==> src/rtl/instr_fetch_if.sv <==
`default_nettype none
// +----------------------------------------------------------------------+
// | Module   : instr_fetch_if                                            |
// | Purpose  : Instruction-memory request bus and decode handshake.      |
// | Revision : 1.0  initial release                                      |
// +----------------------------------------------------------------------+
interface instr_fetch_if #(
  parameter int ADDR_W = 32,
  parameter int DATA_W = 32
);
  logic              imem_req;
  logic [ADDR_W-1:0] imem_addr;
  logic              imem_rvalid;
  logic [DATA_W-1:0] imem_rdata;
  logic              inst_valid;
  logic              inst_ready;
  logic [DATA_W-1:0] inst_out;
  logic [ADDR_W-1:0] inst_pc;

  modport master (
    output imem_req, imem_addr, inst_valid, inst_out, inst_pc,
    input  imem_rvalid, imem_rdata, inst_ready
  );

  modport slave (
    input  imem_req, imem_addr, inst_valid, inst_out, inst_pc,
    output imem_rvalid, imem_rdata, inst_ready
  );
endinterface
`default_nettype wire

==> src/rtl/instr_fetch.sv <==
`default_nettype none
// +----------------------------------------------------------------------+
// | Module   : instr_fetch                                               |
// | Purpose  : One-outstanding-request fetch stage between the PC        |
// |            register and decode. Optional FETCH_TIMEOUT_EN adds a     |
// |            response watchdog with a sticky fetch_err.                |
// | Revision : 1.0  initial release                                      |
// +----------------------------------------------------------------------+
module instr_fetch #(
  parameter int ADDR_W  = 32,
  parameter int DATA_W  = 32,
  parameter int TIMEOUT = 16
) (
  input  logic              clk,
  input  logic              reset,
  input  logic [ADDR_W-1:0] pc_in,
  input  logic              flush,
  output logic              pc_wre_out,
  output logic              fetch_err,
  instr_fetch_if.master     bus
);

  typedef enum logic [2:0] {
    S_REQ   = 3'd0,
    S_WAIT  = 3'd1,
    S_HOLD  = 3'd2,
    S_DRAIN = 3'd3
`ifdef FETCH_TIMEOUT_EN
    , S_ERR = 3'd4
`endif
  } state_e;

  state_e            state_q, state_d;
  logic [DATA_W-1:0] inst_out_q, inst_out_d;
  logic [ADDR_W-1:0] inst_pc_q, inst_pc_d;
  logic              req;
  logic              valid;
  logic              pc_wre;

`ifdef FETCH_TIMEOUT_EN
  localparam int               CNT_W    = (TIMEOUT > 1) ? $clog2(TIMEOUT) : 1;
  localparam logic [CNT_W-1:0] CNT_LAST = CNT_W'(TIMEOUT - 1);

  logic [CNT_W-1:0] tmo_cnt_q, tmo_cnt_d;
  logic             fetch_err_q, fetch_err_d;
`endif

  always_comb begin
    state_d    = state_q;
    inst_out_d = inst_out_q;
    inst_pc_d  = inst_pc_q;
    req        = 1'b0;
    valid      = 1'b0;
    pc_wre     = 1'b0;

    case (state_q)
      S_REQ: begin
        req = ~flush;
        if (flush) begin
          pc_wre = 1'b1;
        end else begin
          inst_pc_d = pc_in;
          state_d   = S_WAIT;
        end
      end
      S_WAIT: begin
        if (bus.imem_rvalid) begin
          if (flush) begin
            pc_wre  = 1'b1;
            state_d = S_REQ;
          end else begin
            inst_out_d = bus.imem_rdata;
            state_d    = S_HOLD;
          end
        end else if (flush) begin
          // The request is still in flight; its response must be swallowed.
          pc_wre  = 1'b1;
          state_d = S_DRAIN;
        end
      end
      S_HOLD: begin
        // A redirect wins over a same-cycle accept: the instruction is dropped.
        valid = ~flush;
        if (flush || bus.inst_ready) begin
          pc_wre  = 1'b1;
          state_d = S_REQ;
        end
      end
      S_DRAIN: begin
        pc_wre = flush;
        if (bus.imem_rvalid) begin
          state_d = S_REQ;
        end
      end
      default: begin
        state_d = state_q;
      end
    endcase

`ifdef FETCH_TIMEOUT_EN
    tmo_cnt_d   = tmo_cnt_q;
    fetch_err_d = fetch_err_q;
    if ((state_q == S_WAIT || state_q == S_DRAIN) && !bus.imem_rvalid) begin
      if (tmo_cnt_q == CNT_LAST) begin
        fetch_err_d = 1'b1;
        state_d     = S_ERR;
      end else begin
        tmo_cnt_d = tmo_cnt_q + CNT_W'(1);
      end
    end
    if ((state_d != state_q) && (state_d == S_WAIT || state_d == S_DRAIN)) begin
      tmo_cnt_d = '0;
    end
`endif
  end

  always_ff @(posedge clk or negedge reset) begin
    if (!reset) begin
      state_q    <= S_REQ;
      inst_out_q <= '0;
      inst_pc_q  <= '0;
    end else begin
      state_q    <= state_d;
      inst_out_q <= inst_out_d;
      inst_pc_q  <= inst_pc_d;
    end
  end

`ifdef FETCH_TIMEOUT_EN
  always_ff @(posedge clk or negedge reset) begin
    if (!reset) begin
      tmo_cnt_q   <= '0;
      fetch_err_q <= 1'b0;
    end else begin
      tmo_cnt_q   <= tmo_cnt_d;
      fetch_err_q <= fetch_err_d;
    end
  end

  assign fetch_err = fetch_err_q;
`else
  assign fetch_err = 1'b0;
`endif

  assign pc_wre_out     = pc_wre;
  assign bus.imem_req   = req;
  assign bus.imem_addr  = pc_in;
  assign bus.inst_valid = valid;
  assign bus.inst_out   = inst_out_q;
  assign bus.inst_pc    = inst_pc_q;

endmodule
`default_nettype wire

==> src/flat_wrapper.sv <==
// flat-port wrapper written by rule: the top's interface ports become plain ports
module instr_fetch_flat 
#(
  parameter int ADDR_W  = 32,
  parameter int DATA_W  = 32,
  parameter int TIMEOUT = 16
)
  (clk, reset, pc_in, flush, pc_wre_out, fetch_err, bus_imem_req, bus_imem_addr, bus_inst_valid, bus_inst_out, bus_inst_pc, bus_imem_rvalid, bus_imem_rdata, bus_inst_ready);
  instr_fetch_if #(.ADDR_W(ADDR_W), .DATA_W(DATA_W)) bus_i ();
  input  logic clk;
  input  logic reset;
  input  logic [ADDR_W-1:0] pc_in;
  input  logic flush;
  output logic pc_wre_out;
  output logic fetch_err;
  output wire logic [$bits(bus_i.imem_req)-1:0] bus_imem_req;
  output wire logic [$bits(bus_i.imem_addr)-1:0] bus_imem_addr;
  output wire logic [$bits(bus_i.inst_valid)-1:0] bus_inst_valid;
  output wire logic [$bits(bus_i.inst_out)-1:0] bus_inst_out;
  output wire logic [$bits(bus_i.inst_pc)-1:0] bus_inst_pc;
  input wire logic [$bits(bus_i.imem_rvalid)-1:0] bus_imem_rvalid;
  input wire logic [$bits(bus_i.imem_rdata)-1:0] bus_imem_rdata;
  input wire logic [$bits(bus_i.inst_ready)-1:0] bus_inst_ready;
  assign bus_imem_req = bus_i.imem_req;
  assign bus_imem_addr = bus_i.imem_addr;
  assign bus_inst_valid = bus_i.inst_valid;
  assign bus_inst_out = bus_i.inst_out;
  assign bus_inst_pc = bus_i.inst_pc;
  assign bus_i.imem_rvalid = bus_imem_rvalid;
  assign bus_i.imem_rdata = bus_imem_rdata;
  assign bus_i.inst_ready = bus_inst_ready;
  instr_fetch #(.ADDR_W(ADDR_W), .DATA_W(DATA_W), .TIMEOUT(TIMEOUT)) u_core (.clk(clk), .reset(reset), .pc_in(pc_in), .flush(flush), .pc_wre_out(pc_wre_out), .fetch_err(fetch_err), .bus(bus_i));
endmodule
==> config.mk <==
export PLATFORM = sky130hd
export DESIGN_NAME = instr_fetch_flat
export DESIGN_NICKNAME = d
export VERILOG_FILES = /design/src/rtl/instr_fetch_if.sv /design/src/rtl/instr_fetch.sv /design/src/flat_wrapper.sv
export SDC_FILE = /design/constraint.sdc
export NUM_CORES = 1
export LEC_CHECK = 0
export CAP_MARGIN = 20
export CORE_ASPECT_RATIO = 0.8
export CORE_MARGIN = 5
export CORE_UTILIZATION = 38
export CTS_CLUSTER_SIZE = 10
export DETAILED_ROUTE_END_ITERATION = 8
export PLACE_DENSITY = 0.86
export SLEW_MARGIN = 40
export SYNTH_ARGS = -nofsm -noshare
export SYNTH_HDL_FRONTEND = slang
export SYNTH_SLANG_ARGS = --single-unit
==> constraint.sdc <==
create_clock -name clk -period 2.3 [get_ports clk]
set_clock_uncertainty 0.2 [all_clocks]
set_input_delay 0.46 -clock clk [delete_from_list [all_inputs] [get_ports clk]]
set_output_delay 0.46 -clock clk [all_outputs]
set_load 0.02 [all_outputs]
==> results_dict.tcl, run 1 <==
set metrics [dict create \
    grtUsageTotal_pct 15.7 \
    gp_congestion 0.691 \
    ys_top_cells_by_area "dfrtp_1 (57%), mux2_4 (15%), mux2_2 (12%)" \
    area_growth_syn_to_layout_pct 59.9 \
    slew_violations 0 \
    post-dp-hpwl_um 5510 \
    crit_path_end_kind "output pin" \
    vias_per_cell 4.45 \
    grt_max_degree 67 \
    final_util_pct 62.7 \
    power.density_nw_per_um2 1330 \
    status "finished clean" \
    min_path_type "register to register" \
    finalWorstSetupSlack_ps 44.8 \
    num_antenna_cells 0 \
    yosys.area.top_type_share_pct 56.7 \
    syn-num-nets 250 \
    antenna_found_initial 0 \
    synth_area_per_cell_um2 16.1 \
    io_buffer_count 167 \
    crit_buf_inv 3 \
    rsz0062_at_grt "no" \
    chipWidth_um 108 \
    fin_area_um2 4660 \
    grt_pass1_wl_um 11400 \
    layout-drive-gt1-share_pct 26.3 \
    synth_area_um2 2910 \
    arrival_ps 1600 \
    startpoint_type "input pin" \
    placed_area_um2 4450 \
    ys_ff_latch 66 \
    crit_slowest_cell "clkdlybuf4s50_1" \
    io_pins 169 \
    clock_sinks 66 \
    path_cells "clkdlybuf4s50_1 > buf_4 > a31o_2 > dlygate4sd2_1" \
    cts_buffers 9 \
    worst-path-max-fanout 3 \
    final_hold_viol_count 0 \
    leakage_nw 1.96 \
    ys_seq_area_share_pct 56.7 \
    cap_violations 0 \
    fin_crit_sh_pct 98.1 \
    dr.pass1.iters 4 \
    synth_cells 181 \
    grt_overflow 0 \
    wire_per_inst_um 16.7 \
    rows 28 \
    core_um2 7430 \
    dp_slack_ps -251 \
    start_util_pct 39.2 \
    hold_depth 1 \
    die_area_um2 9520 \
    critPathKind "input pin to output pin" \
    period_needed_ps 2260 \
    route.antenna.remaining_nets 0 \
    cp.depth 4 \
    cts_tree "built" \
    grt_pass1_vias 2185 \
    clk_pin_slew_worst_paths_ps 70 \
    ir_drop_mv 0.771 \
    yosysWarnings 0 \
    yosysTopAreaCell "dfrtp_1" \
    crit_family "buffers and inverters" \
    synth_cell_types 17 \
    cts_buffer_depth 2 \
    fmax_mhz 443 \
    num_vias 1942 \
    nNetsFinal 396 \
    clkLatencyLatePin_ps 320 \
    crit_required_ps 1640 \
    cts.htree.levels 3 \
    root_buffer "clkbuf_8" \
    reg2reg_depth 3 \
    dieHeight_um 88.3 \
    setup_viol 0 \
    power_mw 6.21 \
    route.detailed.drc 0 \
    drt-total-wl_um 7280 \
    drt_iter0_markers 56 \
    critPathMaxStageDelay_ps 440 \
]
through the flow:
step	hold WS, ps	cells	TNS, ps
after global routing	314	436	0
after floorplan	-35.6	181	0
after detailed placement	282	420	-4940
after global placement	269	420	-3460
after CTS	299	436	0
final	295	436	0
where the power goes:
part	internal, mW	switching [mW]
registers	1.75	0.337
logic	1.77	1.36
clock network	0.583	0.414
total	4.10	2.11
cell usage after synthesis:
master / count
o21ai_0: 1
buf_12: 3
inv_1: 2
o21bai_1: 1
or3_1: 1
buf_6: 1
dfrtp_1: 66
buf_4: 36
and4bb_1: 1
nor3_4: 1
conb_1: 1
mux2_4: 30
a32o_1: 1
mux2_2: 32
a31o_2: 1
mux2_1: 2
nor3b_1: 1
kinds of logic after synthesis:
group                  synth area share (%)
buffers and inverters                  12.0
and+or+nand+nor                        1.46
DFF                                    56.7
AOI/OAI and AO/OA                      1.07
muxes                                  28.6
other                                 0.129
registers in the layout (all words and copies together), names as in the netlist:
register,cells
u_core.bus.inst_pc,32
u_core.bus.inst_out,32
u_core.state_q,2
final timing paths:
check                                              startpoint                                   to  slack, ps
hold / removal             u_core.bus.inst_out[0]$_DFFE_PN0P_   u_core.bus.inst_out[0]$_DFFE_PN0P_        290
hold reg to reg            u_core.bus.inst_out[0]$_DFFE_PN0P_   u_core.bus.inst_out[0]$_DFFE_PN0P_        290
setup / recovery                                        flush                           pc_wre_out         40
min in group asynchronous                               reset   u_core.bus.inst_pc[24]$_DFFE_PN0P_        470
setup reg to reg                u_core.state_q[1]$_DFFE_PN0P_   u_core.bus.inst_pc[25]$_DFFE_PN0P_        490
max in group asynchronous                               reset  u_core.bus.inst_out[28]$_DFFE_PN0P_       1130
cell usage in the layout (no fill, tap or decap), drive strengths merged, types with 2 or more instances in the layout:
| cell type | count |
|---|---|
| buf | 8 |
| clkbuf | 13 |
| clkdlybuf4s50 | 163 |
| dfrtp | 66 |
| dlygate4sd2 | 3 |
| inv | 2 |
| mux2 | 64 |
metal layers:
metal | part of all wire, % | track usage (%) | vias to the layer above | wire length [µm]
met1 | 39 | 17.3 | 945 | 2850
li1 | - | - | 884 | -
met3 | 10 | 7.44 | 8 | 733
met2 | 50 | 27.4 | 105 | 3610
met5 | 0 | 0 | - | 0
met4 | 1.1 | 4.82 | 0 | 81
what timing repair did:
action | CTS | global route
endpoints found under the hold margin | 66 | 0
buffers inserted | 0 | 0
gates resized for setup | 3 | 0
hold buffers | 1 | 0
endpoints found under the setup margin | 3 | 0
cell type report:
type	count	area, µm²
Tap cell	105	131
Inverter	2	7.51
Multi-Input combinational cell	73	911
Sequential cell	66	1650
Clock inverter	2	35.0
Timing Repair Buffer	175	1750
Clock buffer	13	169
Fill cell	568	2770
Note: power is estimated with default switching activity, not from simulation.
==> run 2, diff against run 1 <==
--- a/config.mk
+++ b/config.mk
@@ -16,3 +16,4 @@
 export SYNTH_ARGS = -nofsm -noshare
 export SYNTH_HDL_FRONTEND = slang
 export SYNTH_SLANG_ARGS = --single-unit
+export TNS_END_PERCENT = 100
==> results of run 2 <==
No change in the layout: final DEF, timing and power equal those of run 1.
==> run 3, diff against run 2 <==
--- a/config.mk
+++ b/config.mk
@@ -9,6 +9,7 @@
 export CORE_ASPECT_RATIO = 0.8
 export CORE_MARGIN = 5
 export CORE_UTILIZATION = 38
+export CTS_BUF_LIST = sky130_fd_sc_hd__clkbuf_16
 export CTS_CLUSTER_SIZE = 10
 export DETAILED_ROUTE_END_ITERATION = 8
 export PLACE_DENSITY = 0.86
==> results_dict.tcl, run 3 (synthesis gave the netlist of run 1 again) <==
set metrics [dict create \
    slew_violations 0 \
    rsz0062_at_grt "no" \
    min_path_type "register to register" \
    route.detailed.drc 0 \
    vias_per_cell 4.45 \
    ir_drop_mv 0.777 \
    placed_area_um2 4450 \
    crit_path_end_kind "output pin" \
    io_pins 169 \
    post_cts.repair.setup_buffers 0 \
    fin_area_um2 4730 \
    area_growth_syn_to_layout_pct 62.4 \
    leakage_nw 1.99 \
    critPathKind "input pin to output pin" \
    cts_buffer_depth 2 \
    grt_max_degree 67 \
    final_hold_viol_count 0 \
    start_util_pct 39.2 \
    num_vias 1942 \
    rows 28 \
    grt_pass1_vias 2184 \
    startpoint_type "input pin" \
    die_area_um2 9520 \
    clkLatencyLatePin_ps 310 \
    nNetsFinal 396 \
    arrival_ps 1590 \
    reg2reg_depth 3 \
    fin_crit_sh_pct 97.9 \
    fin_setup_tns_ps 0 \
    cap_violations 0 \
    clock_sinks 66 \
    mostFrequentLayoutCell "clkdlybuf4s50_1" \
    post-dp-hpwl_um 5510 \
    gp_congestion 0.691 \
    crit_required_ps 1640 \
    cts.htree.levels 3 \
    layoutNonFillerInstCount 436 \
    period_needed_ps 2250 \
    worst-path-max-fanout 3 \
    cts_tree "built" \
    grtUsageTotal_pct 15.7 \
    root_buffer "clkbuf_16" \
    hold_depth 1 \
    io_buffer_count 167 \
    route.antenna.remaining_nets 0 \
    status "finished clean" \
    setup_viol 0 \
    clk_pin_slew_worst_paths_ps 50 \
    grt_pass1_wl_um 11400 \
    power.density_nw_per_um2 1370 \
    dr.pass1.iters 4 \
    wire_per_inst_um 16.7 \
    fmax_mhz 444 \
    core_um2 7430 \
    grt_overflow 0 \
    dp_cells 420 \
    crit_start "flush" \
    cts_buffers 9 \
    num_antenna_cells 0 \
    r2r_start "u_core.state_q[1]$_DFFE_PN0P_" \
    layout-drive-gt1-share_pct 25.4 \
    hold_start "u_core.bus.inst_out[0]$_DFFE_PN0P_" \
    chipWidth_um 108 \
    antenna_found_initial 0 \
    layout_common_cells "clkdlybuf4s50_1 (163), dfrtp_1 (66), mux2_2 (32)" \
    drt_iter0_markers 42 \
    dieHeight_um 88.3 \
    r2r_slack_ps 490 \
    drt-total-wl_um 7290 \
]
## run 3: changes by cell type in the layout (fill, tap and decap cells not counted), sizes merged
cell    delta
inv        +1
clkbuf     -4
clkinv     +3
## run 3: stage by stage
step,hold slack (ps),utilization [%],setup slack (ps),power [mW]
6_report,291,63.6,48.5,6.49
3_3_place_gp,269,59.9,-198,5.18
2_1_floorplan,-35.6,-,611,3.73
5_1_grt,310,63.6,7.47,6.81
4_1_cts,294,63.6,33.9,6.57
3_5_place_dp,282,59.9,-251,5.27
## run 3: final cells by class
type                            instances  area, µm²
Timing Repair Buffer                  175       1750
Inverter                                2       7.51
Clock buffer                            9        225
Clock inverter                          6       50.0
Sequential cell                        66       1650
Multi-Input combinational cell         73        911
Fill cell                             555       2700
Tap cell                              105        131
## run 3: layer usage
layer | routed length, µm | global-route usage [%] | vias to the layer above
li1 | - | - | 886
met5 | 0 | 0 | -
met4 | 67 | 4.47 | 0
met1 | 2810 | 17.2 | 944
met3 | 777 | 7.15 | 8
met2 | 3630 | 27.8 | 104
## run 3: what timing repair did
item                                    in CTS  in global routing
hold buffers                                 1                  0
endpoints found under the setup margin       3                  0
endpoints found under the hold margin       66                  0
resized for setup                            3                  0
## run 3: where the power goes
group          switching (mW)  leakage (nW)  internal, mW
sequential              0.338         0.781          1.75
combinational            1.36          1.07          1.77
clock                   0.454         0.139         0.814
## run 3: critical path: stages
cell and delay (ps):
clkdlybuf4s50_1 430, buf_4 160, a31o_2 200, dlygate4sd2_1 330
## run 3: path summary, 6_finish.rpt
check	endpoint
worst max-delay path	pc_wre_out
worst min-delay path	u_core.bus.inst_out[0]$_DFFE_PN0P_
worst max register to register	u_core.bus.inst_pc[25]$_DFFE_PN0P_
worst min register to register	u_core.bus.inst_out[0]$_DFFE_PN0P_
max in group asynchronous	u_core.bus.inst_pc[12]$_DFFE_PN0P_
min in group asynchronous	u_core.bus.inst_pc[24]$_DFFE_PN0P_
